### src/rtl/lfsr_decrypt_ctrl.sv
// lfsr_decrypt_ctrl
// Sequencer for the LFSR decryption path. Reads a 64-byte cipher text from
// memory [MSG_BASE +: 64], recovers the LFSR start state and tap pattern from
// the known 8'h5f preamble, then decrypts the message and writes it to
// memory [0:63] with the leading underscores removed.
//
// Ports
//   clk        in   system clock, rising edge
//   init       in   asynchronous active-high reset; falling edge starts a run
//   raddr      out  memory read address (memory returns data one clock later)
//   rdata      in   memory read data
//   wr_en      out  memory write enable
//   waddr      out  memory write address (0..63)
//   wdata      out  memory write data
//   done       out  run complete, held until init rises
//   found      out  a tap pattern matched the preamble
//   ptrn_sel   out  index of the matched tap pattern
//   lfsr_start out  recovered LFSR start state
//   msg_len    out  number of bytes written
module lfsr_decrypt_ctrl #(
  parameter int NUM_PTRN = 6,
  parameter int CHK_LEN  = 6,
  parameter int MSG_BASE = 64
) (
  input  logic       clk,
  input  logic       init,
  output logic [7:0] raddr,
  input  logic [7:0] rdata,
  output logic       wr_en,
  output logic [7:0] waddr,
  output logic [7:0] wdata,
  output logic       done,
  output logic       found,
  output logic [2:0] ptrn_sel,
  output logic [5:0] lfsr_start,
  output logic [6:0] msg_len
);

  localparam logic [7:0] BASE_ADDR = 8'(MSG_BASE);
  localparam logic [6:0] CHK_CNT   = 7'(CHK_LEN);
  localparam logic [6:0] TRY_LAST  = 7'(CHK_LEN + 1);
  localparam logic [6:0] DEC_LAST  = 7'd64;
  localparam logic [6:0] LEN_MAX   = 7'd64;
  localparam logic [2:0] LAST_PTRN = 3'(NUM_PTRN - 1);
  localparam logic [5:0] PRE_BITS  = 6'h1f;
  localparam logic [7:0] PRE_BYTE  = 8'h5f;

  typedef enum logic [2:0] {
    S_IDLE,
    S_SEED,
    S_TRY,
    S_DECODE,
    S_FAIL,
    S_DONE
  } state_t;

  function automatic logic [5:0] ptrn_of(input logic [2:0] idx);
    logic [5:0] taps;
    case (idx)
      3'd0:    taps = 6'h21;
      3'd1:    taps = 6'h2D;
      3'd2:    taps = 6'h30;
      3'd3:    taps = 6'h33;
      3'd4:    taps = 6'h36;
      3'd5:    taps = 6'h39;
      default: taps = 6'h21;
    endcase
    return taps;
  endfunction

  state_t     state_q;
  logic [6:0] cnt_q;        // cycle index within a trial or the decode sweep
  logic [2:0] p_q;          // pattern under trial, then the chosen pattern
  logic [5:0] s0_q;
  logic [5:0] lfsr_q;
  logic       mm_q;         // sticky preamble mismatch for the current trial
  logic       lead_q;       // still stripping leading underscores
  logic [7:0] raddr_q;
  logic       done_q;
  logic       found_q;
  logic [2:0] ptrn_sel_q;
  logic [5:0] lfsr_start_q;
  logic [6:0] msg_len_q;

  logic [5:0] ptrn;
  logic [5:0] lfsr_step;
  logic [5:0] s0_d;
  logic       chk_bad;
  logic       dec_data;
  logic       wr_en_d;
  logic [7:0] plain;

  always_comb begin
    ptrn      = ptrn_of(p_q);
    lfsr_step = {lfsr_q[4:0], ^(lfsr_q & ptrn)};
    // Cipher byte 0 arrives during the very first trial cycle; later trials
    // reuse the captured copy.
    s0_d      = (p_q == 3'd0 && cnt_q == 7'd0) ? (rdata[5:0] ^ PRE_BITS) : s0_q;
    chk_bad   = (rdata[5:0] ^ lfsr_q) != PRE_BITS;
    plain     = rdata ^ {2'b00, lfsr_q};
    // cnt 1..64 of the sweep carries the data of cipher bytes 0..63
    dec_data  = (state_q == S_DECODE) && (cnt_q != 7'd0);
    wr_en_d   = dec_data && (!lead_q || plain != PRE_BYTE);
  end

  // The write port is decoded straight from the returning read data so that a
  // write lands exactly one cycle behind its read address; since it is gated
  // by the state register, init clears it in the same cycle.
  assign wr_en      = wr_en_d;
  assign waddr      = {1'b0, msg_len_q};
  assign wdata      = wr_en_d ? plain : 8'h00;
  assign raddr      = raddr_q;
  assign done       = done_q;
  assign found      = found_q;
  assign ptrn_sel   = ptrn_sel_q;
  assign lfsr_start = lfsr_start_q;
  assign msg_len    = msg_len_q;

  always_ff @(posedge clk or posedge init) begin
    if (init) begin
      state_q      <= S_IDLE;
      cnt_q        <= 7'd0;
      p_q          <= 3'd0;
      s0_q         <= 6'd0;
      lfsr_q       <= 6'd0;
      mm_q         <= 1'b0;
      lead_q       <= 1'b0;
      raddr_q      <= 8'd0;
      done_q       <= 1'b0;
      found_q      <= 1'b0;
      ptrn_sel_q   <= 3'd0;
      lfsr_start_q <= 6'd0;
      msg_len_q    <= 7'd0;
    end else begin
      case (state_q)
        S_IDLE: begin
          state_q <= S_SEED;
          raddr_q <= BASE_ADDR;
        end

        S_SEED: begin
          state_q <= S_TRY;
          cnt_q   <= 7'd0;
          p_q     <= 3'd0;
        end

        // Trial timeline: cnt 0 loads s0, cnt 1 steps to s1, cnt 2..CHK_LEN+1
        // each see cipher byte i = cnt-1 alongside s_i.
        S_TRY: begin
          if (cnt_q == 7'd0) begin
            s0_q   <= s0_d;
            lfsr_q <= s0_d;
            mm_q   <= 1'b0;
          end else begin
            lfsr_q <= lfsr_step;
          end
          if (cnt_q < CHK_CNT) begin
            raddr_q <= BASE_ADDR + 8'd1 + {1'b0, cnt_q};
          end
          if (cnt_q >= 7'd2 && cnt_q < TRY_LAST) begin
            mm_q <= mm_q | chk_bad;
          end
          if (cnt_q == TRY_LAST) begin
            cnt_q <= 7'd0;
            if (!(mm_q | chk_bad)) begin
              state_q      <= S_DECODE;
              found_q      <= 1'b1;
              ptrn_sel_q   <= p_q;
              lfsr_start_q <= s0_q;
              lfsr_q       <= s0_q;
              raddr_q      <= BASE_ADDR;
              lead_q       <= 1'b1;
              msg_len_q    <= 7'd0;
            end else if (p_q == LAST_PTRN) begin
              state_q <= S_FAIL;
            end else begin
              p_q <= p_q + 3'd1;
            end
          end else begin
            cnt_q <= cnt_q + 7'd1;
          end
        end

        // Sweep: cnt c issues read c (c = 0..63); its data returns at cnt c+1.
        S_DECODE: begin
          if (cnt_q < 7'd63) begin
            raddr_q <= raddr_q + 8'd1;
          end
          if (dec_data) begin
            lfsr_q <= lfsr_step;
            if (plain != PRE_BYTE) begin
              lead_q <= 1'b0;
            end
          end
          if (wr_en_d && msg_len_q != LEN_MAX) begin
            msg_len_q <= msg_len_q + 7'd1;
          end
          if (cnt_q == DEC_LAST) begin
            state_q <= S_DONE;
          end else begin
            cnt_q <= cnt_q + 7'd1;
          end
        end

        S_FAIL: begin
          found_q      <= 1'b0;
          ptrn_sel_q   <= 3'd0;
          lfsr_start_q <= 6'd0;
          msg_len_q    <= 7'd0;
          state_q      <= S_DONE;
        end

        S_DONE: begin
          done_q <= 1'b1;
        end

        default: state_q <= S_IDLE;
      endcase
    end
  end

endmodule

### config.mk
export PLATFORM = sky130hd
export DESIGN_NAME = lfsr_decrypt_ctrl
export DESIGN_NICKNAME = d
export VERILOG_FILES = /design/src/rtl/lfsr_decrypt_ctrl.sv
export SDC_FILE = /design/constraint.sdc
export NUM_CORES = 1
export LEC_CHECK = 0
export CAP_MARGIN = 15
export CORE_MARGIN = 2
export CORE_UTILIZATION = 40
export CTS_CLUSTER_SIZE = 24
export DETAILED_ROUTE_END_ITERATION = 16
export RECOVER_POWER = 50
export SYNTH_ARGS = -nofsm -noshare
export SYNTH_HDL_FRONTEND = slang
export SYNTH_SLANG_ARGS = --single-unit
### constraint.sdc
create_clock -name clk -period 3.2 [get_ports clk]
set_input_delay 0.64 -clock clk [delete_from_list [all_inputs] [get_ports clk]]
set_output_delay 0.64 -clock clk [all_outputs]
set_load 0.005 [all_outputs]
==> impl_results.md, run 1 <==
* Synth Area in XOR/XNOR at 0.02446
* Placed insts at approximately 540
* N_diodes at 0
* Die height at 93.77 um
* Clk sink count at 53
* Main flop type after synthesis: dfrtp_1
* Ys async rst share at 1.000
* Yosys warns at 0
* Relative slew slack at 0.3496
* Global-route wire length before repair at about 14000 um
* WP data arrival at 2490 ps
* Layout cells sized above 1 at 0.1332
* Min Hold Slack at 484.3 ps
* Final Hold Viols at 0
* Final setup violation count at 0
* Max frequency at between 0.3 and 0.4 GHz
* PortBufs at 51
* Detailed Place HPWL at 6286 um
* H-tree levels at 2
* Final std cells w/o fill at 545
* Period utilisation layout at 0.9787
* CP most frequent cell: or3_1
* CP max stage cell: or4_4
* Post-route ant nets at 0
* DR top layer: met4
* Reg clk slew, reported paths at 90 ps
* GP Congestion at just over 0.8
* WL met2 at 4170 um
* Final number of max-transition violations at 0
* Clock root buffer: clkbuf_8
* TNS Setup at 0 ps
* CP startpoint kind: primary input
* CTS tree: built
* Reg2Reg Depth at 8
* Main combinational cell family by area after synthesis: simple AND/OR/NAND/NOR gates
* Ports at 53
* Fin Clk Skew at 11.85 ps
* Via count at 3005
* Max_cap viols at 0
* Die area at around 9000 sq um
* Vias in the first global route at 2855
* Routed WL at 8204 um
* Simple-Gate Fraction of Synth Area at 0.2244
* Clk_lat worst skew at approximately 310 ps
* Number of fill cells at around 750
* Place WS at -645.8 ps
* Worst Tran Pin Value at 974.5 ps
* Kind of cell adding the most delay to the critical path: simple AND/OR/NAND/NOR gates
* Fin worst setup slack at 68.31 ps
* Global router's overall resource usage at 0.1975
* Crit Path Class: primary input to primary output
* Pre-Repair DR Iteration Count at 4
* Synthesized area at between 3000 and 4000 sq um
* Hold path depth at 1
* Starting density of the core at 0.4149
* Syn avg cell area at 8.595 sq um
* Rows at 32
* DR WL/cell at 15.05 um
* Layout overhead on the synthesized area at 27.10%
* Post-synth top area share at 0.4115
* Seq cells post-synth at 53
* RSZ-0062 raised after global routing: false
* Max FO, Critical Path at 2
* Synth cell types at 53
* Multiplexer share of the synthesized area at 0.01320
* Syn nets at 395
* Leak at approximately 1.8 nW
* CP max stage delay at roughly 560 ps
* Count of flip-flops with a built-in enable after synthesis at 0
* Status: complete, no violations
* Global route overflow at 0
* DIE WIDTH at roughly 94 um
* Pwr/cell area at between 300 and 400 nW/um^2
* Ranking of synthesized cells by area: dfrtp_1 (41%), o21ai_0 (5.4%), nand2_1 (4.3%), nor2_1 (4.2%), ha_1 (3.9%)
* Most frequent cells in the layout: dfrtp_1 (53), nand2_1 (37), nor2_1 (36)
* Sequential Area at 1326 sq um
* CTS Buffer Depth at 2
* Peak VDD IR at 0.1728 mV
* Synthesized-area fraction occupied by adder cells at 0.03882
* Seq/Total Area, Yosys at 0.4115
* Critical path depth at 7
* CTS Buf Count at 5
* Cell Chain, Critical Path: buf_2 -> xnor2_2 -> or4_4 -> or3_1 -> or3_1 -> and3_1 -> clkdlybuf4s15_1
* Synth area leader: dfrtp_1
* Largest net degree at the start of global routing at 27
* Via density at 5.514
* Worst EP required at 2560 ps
* Total power at 1.258 mW
* Met3 wire len at 306 um
* Synth Area in Compound Gates at 0.2224
* # DRC at 0
* WL met1 at approximately 3700 um
* Final nets at 462
* Worst Setup End Kind: primary output
* Worst path bufs/invs at 2
* Hold Path Class: register to register
* Post-Synthesis Cells at 375
* Initial DRC count at 86
* Std-Cell Core Area at around 8000 sq um
* Leading cell type in the layout, fill and taps excluded: dfrtp_1
* Multi-input gate area at between 1500 and 2000 sq um
* Min Tclk post-route at between 3000 and 4000 ps
* Initial antenna violation count at 0
==> cell usage after synthesis (all sizes together) (10+ instances only) <==
library cell	number
dfrtp	53
nand2	37
nor2	36
o21ai	36
inv	19
nand3	16
a31oi	13
buf	13
a22o	12
clkbuf	12
a21oi	11
ha	10
==> layout make-up <==
cell class | count | area share
Multi-Input combinational cell | 278 | 0.4246
Timing Repair Buffer | 85 | 0.1830
Clock buffer | 6 | 0.01772
Sequential cell | 53 | 0.3238
Inverter | 19 | 0.01741
Tap cell | 102 | 0.03115
Clock inverter | 2 | 0.002443
==> cell families (layout without fill, tap and decap cells) <==
| kind of cell | count (synthesis) | after routing |
|---|---|---|
| AO/OA/AOI/OAI | 109 | 109 |
| multiplexers | 4 | 4 |
| adder cells (fa/ha/maj) | 10 | 10 |
| XOR/XNOR | 9 | 9 |
| other | 1 | 1 |
| AND/OR/NAND/NOR | 145 | 145 |
| flip-flops | 53 | 53 |
| buffers and inverters | 44 | 112 |
==> path summary, 6_finish.rpt <==
path / startpoint / to / slack, ps
worst max-delay path: rdata[4] / wdata[6] / 70
worst min-delay path: found / found / 480
worst max register to register: p_q[0] / lfsr_q[0] / 750
worst min register to register: found / found / 480
max in group asynchronous: init / lfsr_q[1] / 980
min in group asynchronous: init / raddr[1] / 990
==> flip-flops by register name (all words and copies together) (netlist names) <==
| register | flops |
|---|---|
| cnt_q | 7 |
| mm_q | 1 |
| lfsr_q | 6 |
| ptrn_sel | 3 |
| msg_len | 7 |
| s0_q | 6 |
| done | 1 |
| raddr | 8 |
| lfsr_start | 6 |
| lead_q | 1 |
| found | 1 |
| state_q | 3 |
| p_q | 3 |
==> through the flow <==
stage | util | cell area [sq um]
final | 0.5274 | 4096
after global routing | 0.5274 | 4096
after CTS | 0.5280 | 4101
after detailed placement | 0.5106 | 3966
after global placement | 0.5106 | 3966
after floorplan | - | 3223
==> worst reg2reg max path, stage by stage, from the launching register on <==
cell and delay [ps]:
dfrtp_1 450, ha_1 250, ha_1 230, or4b_2 680, nand3_1 110, nand4b_1 120, a211oi_1 220, o21ai_0 130
a31oi_1 190
==> per-layer routing <==
| layer | global-route usage | vias up |
|---|---|---|
| met2 | 0.3476 | 57 |
| met5 | 0 | - |
| met4 | 0.03382 | 0 |
| li1 | - | 1481 |
| met3 | 0.02889 | 5 |
| met1 | 0.2610 | 1462 |
==> power breakdown <==
group          internal, mW  leakage, nW  switching [mW]
Clock                 0.152       0.0450           0.220
Sequential            0.685        0.668          0.0199
Combinational        0.0987         1.13          0.0828
==> what timing repair did <==
item,4_1_cts,5_1_grt
pin swaps,7,5
setup buffers,2,0
gates cloned,0,0
hold buffers,0,0
endpoints found under the setup margin,8,8
resized for setup,23,5
Note: power is estimated with default switching activity, not from simulation.
==> run 2: changes to the inputs <==
clock period = 3.8 ns   (was 3.2 ns; I/O delays follow)
==> impl_results.md, run 2 (synthesis results as in run 1) <==
* Status: complete, but fails checks
* Failing checks: max-capacitance violations, max-slew violations
* Initial DRC count at 136 (+58%)
* Placed insts at 519 (-3.0%)
* Die area at 8792 sq um (unchanged)
* Std-Cell Core Area at 7767 sq um (unchanged)
* Final std cells w/o fill at 527 (-3.3%)
* Most frequent cells in the layout: dfrtp_1 (53), nand2_1 (37), nor2_1 (36)
* Min Tclk post-route at 3659 ps
* Place WS at -316.2 ps (+329.6 ps)
* # DRC at 0 (unchanged)
* Sequential Area at 1326 sq um (unchanged)
* Layout overhead on the synthesized area at 21.51%
* Max frequency at approximately 0.27 GHz
* H-tree levels at 2 (unchanged)
* Total power at 1.020 mW (-19%)
* Worst reg2reg path startpoint: cnt_q[0]
* Reg clk slew, reported paths at 90 ps (about the same)
* Max FO, Critical Path at 2 (unchanged)
* Post-route ant nets at 0 (unchanged)
* Number of fill cells at 767 (+2.8%)
* Final Cell Area at 3916 sq um (-4.4%)
* Reg-to-reg endpoint: s0_q[5]
* DR WL/cell at 15.46 um (+2.7%)
* Clock root buffer: clkbuf_8
* Multi-input gate area at 1694 sq um (-2.6%)
* GP Congestion at 0.8313 (+1.2%)
* CTS Buf Count at 5 (unchanged)
* RSZ-0062 raised after global routing: false
* PortBufs at 51 (unchanged)
* Die height at 93.77 um (unchanged)
* Via count at 2941 (-2.1%)
* Crit Path Class: primary input to primary output
* Worst EP required at 3040 ps (+480 ps)
* Worst Setup End Kind: primary output
* Worst hold path endpoint: found
* Final number of max-transition violations at 41 (+41)
* CTS Buffer Depth at 2 (unchanged)
* Vias in the first global route at 2811 (-1.5%)
* Max_cap viols at 1 (+1)
* Reg2Reg Depth at 6 (-2)
* Peak VDD IR at 0.1250 mV (-28%)
* Relative slew slack at -0.04545 (-0.3951)
* Clk_lat worst skew at 300 ps (about the same)
* Leak at 1.730 nW (-6.4%)
* Initial antenna violation count at 0 (unchanged)
* Via density at 5.581 (+1.2%)
* Hold-fix buffers at CTS at 0 (unchanged)
* Ports at 53 (unchanged)
* Pre-Repair DR Iteration Count at 4 (unchanged)
* Max FFs per register at 8 (unchanged)
* Worst Tran Pin Value at 1566 ps (+591.9 ps)
* Hold wc startpoint: found
* Fin Clk Skew at 7.723 ps (-4.131 ps)
* Rows at 32 (unchanged)
* Period utilisation layout at 0.9629
* Hold Path Class: register to register
* TNS Setup at 0 ps (unchanged)
* Crit path launch: rdata[3]
* Largest net degree at the start of global routing at 41 (+52%)
* Leading cell type in the layout, fill and taps excluded: dfrtp_1
* Routed WL at 8147 um (-0.69%)
* Pwr/cell area at 260.4 nW/um^2 (-15%)
* Clk sink count at 53 (unchanged)
* Starting density of the core at 0.4149 (unchanged)
* Min Hold Slack at 477.3 ps (-7.010 ps)
* WP data arrival at 2900 ps (+410 ps)
* N_diodes at 0 (unchanged)
* CP startpoint kind: primary input
* R2r setup slk at 1160 ps (+410 ps)
* Hold path depth at 1 (unchanged)
* Final Hold Viols at 0 (unchanged)
* Global router's overall resource usage at 0.1911 (-0.006439)
* Layout Utilization at 0.5042 (-0.02320)
* Fin worst setup slack at 141.1 ps (+72.75 ps)
* Final nets at 444 (-3.9%)
* Detailed Place HPWL at 6024 um (-4.2%)
* Layout cells sized above 1 at 0.06588 (-0.06730)
* Global-route wire length before repair at 13540 um (-2.5%)
* CTS tree: built
* DIE WIDTH at 93.77 um (unchanged)
* Global route overflow at 0 (unchanged)
* Final setup violation count at 0 (unchanged)
* Area after DPL at 3846 sq um (-3.0%)
==> run 2: per-layer routing <==
layer,part of all wire,GRT usage,up-vias
met3,0.038,0.02408,6
met5,0,0,-
met2,0.49,0.3310,77
met1,0.46,0.2540,1404
li1,-,-,1454
met4,0.012,0.04589,0
==> run 2: what timing repair did <==
action                                  in CTS  in global routing
setup buffers                                0                  0
endpoints found under the setup margin       1                  0
resized for setup                            6                  0
==> run 2: worst max-delay path, stage by stage <==
cell and delay (ps):
dlygate4sd2_1 260, xnor2_1 140, or4_4 570, or3_1 370
or3_1 360, and3_1 180, dlygate4sd2_1 250
==> run 2: power by group <==
| part | internal (mW) | switching [mW] | leakage [nW] | total [mW] |
|---|---|---|---|---|
| Combinational | 0.0561 | 0.0530 | 1.02 | 0.109 |
| Clock | 0.132 | 0.178 | 0.0395 | 0.310 |
| Sequential | 0.577 | 0.0244 | 0.668 | 0.601 |
==> run 2: worst max-delay path by stage <==
| stage | slack [ps] | cells past startpoint | to |
|---|---|---|---|
| finish | 140 | 7 | wdata[6] |
| detailed placement | -320 | 7 | wdata[6] |
| floorplan | 730 | 5 | wdata[6] |
| global route | 60 | 7 | wdata[6] |
| CTS | 120 | 7 | wdata[6] |
| global placement | -290 | 7 | wdata[6] |
==> run 2: final cells by class <==
class,instances,share of cell area
Sequential cell,53,0.3387
Timing Repair Buffer,67,0.1575
Tap cell,102,0.03259
Clock buffer,8,0.02045
Multi-Input combinational cell,278,0.4326
Inverter,19,0.01821
